`src/rtl/mem_access_unit.sv`:
```
// Load/store bridge between the single-cycle core and a variable-latency data memory.
// Runs one req/ack transaction per memory instruction and stalls the core until it retires.
module mem_access_unit #(
   parameter int DATA_WIDTH = 32,
   parameter int ADDR_WIDTH = 32,
   parameter int TIMEOUT    = 255
) (
   input  logic                  clk,
   input  logic                  rst,
   input  logic                  i_MemRead,
   input  logic                  i_MemWrite,
   input  logic [ADDR_WIDTH-1:0] i_Address,
   input  logic [DATA_WIDTH-1:0] i_WriteData,
   output logic [DATA_WIDTH-1:0] o_ReadData,
   output logic                  o_Stall,
   output logic                  o_Error,
   output logic                  o_ErrorSticky,
   output logic                  o_mem_req,
   output logic                  o_mem_we,
   output logic [ADDR_WIDTH-1:0] o_mem_addr,
   output logic [DATA_WIDTH-1:0] o_mem_wdata,
   input  logic                  i_mem_ack,
   input  logic [DATA_WIDTH-1:0] i_mem_rdata
);

   localparam int              CNT_W    = $clog2(TIMEOUT) + 1;
   localparam logic [CNT_W-1:0] CNT_LAST = CNT_W'(TIMEOUT - 1);

   typedef enum logic [1:0] {
      IDLE   = 2'd0,
      ACCESS = 2'd1,
      DONE   = 2'd2
   } state_t;

   state_t           state;
   logic [CNT_W-1:0] count;
   logic             request;
   logic             misaligned;

   assign request    = i_MemRead | i_MemWrite;
   assign misaligned = |i_Address[1:0];

   // NOTE: continuous assign from state and inputs, so no latch; gated by rst so every output is 0 in reset.
   assign o_Stall = rst & ((state == IDLE) ? request : (state == ACCESS));

   // NOTE: sequential state uses non-blocking assignments only, and every register gets a reset value.
   always_ff @(posedge clk or negedge rst) begin
      if (!rst) begin
         state         <= IDLE;
         count         <= '0;
         o_ReadData    <= '0;
         o_Error       <= 1'b0;
         o_ErrorSticky <= 1'b0;
         o_mem_req     <= 1'b0;
         o_mem_we      <= 1'b0;
         o_mem_addr    <= '0;
         o_mem_wdata   <= '0;
      end else begin
         o_Error <= 1'b0;
         case (state)
            IDLE: begin
               if (request) begin
                  o_mem_we    <= i_MemWrite;
                  o_mem_addr  <= {i_Address[ADDR_WIDTH-1:2], 2'b00};
                  o_mem_wdata <= i_WriteData;
                  if (misaligned) begin
                     o_Error       <= 1'b1;
                     o_ErrorSticky <= 1'b1;
                     o_ReadData    <= '0;
                     state         <= DONE;
                  end else begin
                     o_mem_req <= 1'b1;
                     count     <= '0;
                     state     <= ACCESS;
                  end
               end
            end
            ACCESS: begin
               // An ack on the last allowed cycle still completes the access.
               if (i_mem_ack) begin
                  o_mem_req <= 1'b0;
                  if (!o_mem_we) o_ReadData <= i_mem_rdata;
                  state <= DONE;
               end else if (count == CNT_LAST) begin
                  o_mem_req     <= 1'b0;
                  o_Error       <= 1'b1;
                  o_ErrorSticky <= 1'b1;
                  o_ReadData    <= '0;
                  state         <= DONE;
               end else begin
                  count <= count + CNT_W'(1);
               end
            end
            DONE:    state <= IDLE;
            default: state <= IDLE;
         endcase
      end
   end

endmodule
```
`config.mk`:
```
export PLATFORM = sky130hd
export DESIGN_NAME = mem_access_unit
export DESIGN_NICKNAME = d
export VERILOG_FILES = /design/src/rtl/mem_access_unit.sv
export SDC_FILE = /design/constraint.sdc
export NUM_CORES = 1
export LEC_CHECK = 0
export CAP_MARGIN = 20
export CORE_ASPECT_RATIO = 1.1
export CORE_MARGIN = 3
export CORE_UTILIZATION = 45
export DETAILED_ROUTE_END_ITERATION = 8
export GPL_TIMING_DRIVEN = 0
export PLACE_DENSITY = 0.82
export SLEW_MARGIN = 20
export SYNTH_ARGS = -nofsm -noshare
export SYNTH_HDL_FRONTEND = slang
export SYNTH_SLANG_ARGS = --single-unit
```
`constraint.sdc`:
```
create_clock -name clk -period 4.9 [get_ports clk]
set_input_delay 1.225 -clock clk [delete_from_list [all_inputs] [get_ports clk]]
set_output_delay 1.225 -clock clk [all_outputs]
set_load 0.02 [all_outputs]
```
==> flow_summary.yaml <==
sta:
  rsz0062_at_grt: "no"
  max_freq_mhz: 260
  timing.final.crit_share_pct: 78.6
  setup_violations: 0
  fin_hold_ws_ns: 0.483
  slew_violations: 0
  period_minus_slack_ns: 3.85
  finalHoldViolations: 0
  final.setup.tns_ns: 0
  worstMarginPinSlew_ns: 0.640
  max_slew_margin_pct: 57.1
  worst_clock_skew_ns: 0.0113
global_routing:
  grt_max_degree: 83
  grt_pass1_vias: 3632
  grt_first_pass_wirelength_um: 18200
  grt_use_total_pct: 20.4
  antenna_found_initial: 0
  grt_overflow: 0
power_and_ir_drop:
  pwr_density_cell_mw_per_mm2: 431
  total_leakage_power_nw: 2.87
  vdd_drop_max_mv: 0.253
clock_network:
  cts_hold_buf: 0
  cts.clk_slew.worst_paths_ns: 0.10
  cts_buffers: 9
  cts_buffer_depth: 2
  htreeDepth: 3
  numClockSinks: 109
  post_cts_resized: 0
  clockRootBuffer: "clkbuf_8"
  cts_tree: "yes"
  clk_latency_ns: 0.36
  postCtsSetupBuffers: 0
place:
  port-buffer-count: 199
  placed_cells: 666
  place_hpwl_um: 8710
  gp_congestion: 0.785
  dpl_cell_area_mm2: 0.00669
route:
  firstDrtPassIters: 4
  avgRoutedWirePerCell_um: 16.6
  drt_iter0_drc: 85
  routed-via-count: 3385
  antenna_left: 0
  wl_um: 11300
  post-route-drc-count: 0
  routed_via_density: 4.97
logic_synthesis:
  netlist_area_mm2: 0.00452
  syn_area_per_cell_um2: 13.0
  yosysSeqAreaShare_pct: 60.4
  ys.warnings.count: 0
  synth_top_family_by_area: "multiplexers"
  synth-compound-area-share_pct: 3.02
  synth_xor_area_share_pct: 0
  synth.distinct_cells: 37
  yosys.area_share.simple_pct: 7.72
  netlist_instances: 348
  ys_seq_elements: 109
  muxShareOfSynthArea_pct: 23.2
  synthAdderAreaFrac_pct: 0.554
critical_path:
  crit_family: "buffers and inverters"
  cpMostUsedCell: "clkdlybuf4s50_1"
  crit_slowest_cell: "clkdlybuf4s50_1"
  arrival_ns: 2.62
  setup.worst_path.end_class: "output port"
  start_kind: "primary input"
  cp_max_fo: 4
  path_cells: "clkdlybuf4s50_1, nor3_1, nor3b_1, clkdlybuf4s50_1"
  crit_type: "in -> out"
  worstPathBufferInverterCount: 2
  slowest_delay_ns: 0.63
  critical_path_required_ns: 3.67
finish:
  final_nets: 663
  flow.area_growth_from_synthesis_pct: 51.7
  fin_cells: 681
  finish.utilization_pct: 71.5
  num_antenna_cells: 0
  n_fill_cell: 706
  mostFrequentLayoutCell: "clkdlybuf4s50_1"
  final_area_mm2: 0.00686
  mostFrequentLayoutCells: "clkdlybuf4s50_1, dfrtp_1, mux2_2"
  drive_gt1_share_pct: 17.0
floorplanning:
  dieArea_mm2: 0.0113
  fp.dieH_um: 111
  core-area_mm2: 0.00958
  initial_core_util_pct: 47.2
  io_pins: 202
  fp-row-count: 37
  die_w_um: 102
run_status:
  status: "finished, final reports clean"
worst_hold_path:
  holdCritPathClass: "reg -> reg"
run:
  drv_cap: 0
## power breakdown
part           switching [mW]  internal (mW)
Combinational           0.572          0.656
Sequential              0.122           1.12
Clock                   0.291          0.195
## metrics by stage
stage          worst slack [ns]  total power, mW
2_1_floorplan              1.89             1.87
3_5_place_dp               1.06             2.50
6_report                   1.05             2.95
3_3_place_gp              -2.59             2.46
5_1_grt                   0.930             3.10
4_1_cts                    1.04             2.98
## area by class of cell
class                           instances  area [um2]  area share, %
Sequential cell                       109        2730           39.8
Clock buffer                           11         141           2.06
Inverter                               36         135           1.97
Clock inverter                          4        25.0          0.365
Tap cell                              117         146           2.14
Multi-Input combinational cell        189        1570           22.8
Buffer                                 15        93.8           1.37
Timing Repair Buffer                  200        2020           29.5
## routing by layer
| layer | vias up | wire (um) | GRT usage (%) |
|---|---|---|---|
| met3 | 17 | 650 | 3.59 |
| li1 | 1588 | - | - |
| met2 | 113 | 5960 | 36.8 |
| met1 | 1667 | 4500 | 24.3 |
| met5 | - | 0 | 0 |
| met4 | 0 | 163 | 6.29 |
## synth_stat cells (all sizes together)
master,number,share of area (%)
a21o,1,0.17
a21oi,3,0.33
a221o,1,0.22
a22o,1,0.19
and3,1,0.14
buf,11,1.7
clkbuf,4,0.33
conb,1,0.083
dfrtp,109,60
ha,2,0.55
inv,36,3.0
mux2,62,15
mux2i,35,7.8
nand2,41,3.4
nand2b,1,0.14
nand3,4,0.44
nand3b,1,0.17
nand4,2,0.61
nand4b,1,0.19
nor2,6,0.50
nor3,6,0.78
nor3b,2,0.44
nor4,1,0.47
o21a,1,0.33
o21ai,7,0.78
o21ba,1,0.22
o2bb2ai,2,0.39
o311ai,2,0.39
or2,1,0.14
or3,1,0.14
or4,1,0.17
## sequential cells by signal (all words and copies together) (netlist names)
signal	flops
o_Error	1
count	9
o_mem_addr	30
o_mem_req	1
o_mem_we	1
o_mem_wdata	32
o_ReadData	32
state	2
o_ErrorSticky	1
## logic make-up (layout without fill, tap and decap cells)
kind of cell	after synthesis	count (layout)
DFF	109	109
muxes	97	97
and+or+nand+nor	69	69
buffers and inverters	51	266
AOI/OAI and AO/OA	19	19
adders and majority gates	2	2
other	1	2
## path summary, 6_finish.rpt
check                           cells past startpoint              to     startpoint  slack (ns)
worst min-delay path                                1   o_ErrorSticky  o_ErrorSticky        0.48
min in group asynchronous                           1   o_ReadData[8]            rst        0.72
worst max-delay path                                4         o_Stall     i_MemWrite        1.05
worst max register to register                      7  o_ReadData[13]       count[0]        2.69
max in group asynchronous                           2   o_mem_addr[2]            rst        3.49
worst min register to register                      1   o_ErrorSticky  o_ErrorSticky        0.48
## worst reg2reg max path: stages, from the launching register on
cell and delay [ns]:
dfrtp_1 0.43, inv_1 0.08, ha_1 0.14, nand4b_1 0.15, o21a_4 0.28, nor4_4 0.53
buf_6 0.26, mux2i_1 0.25
Note: power is estimated with default switching activity, not from simulation.
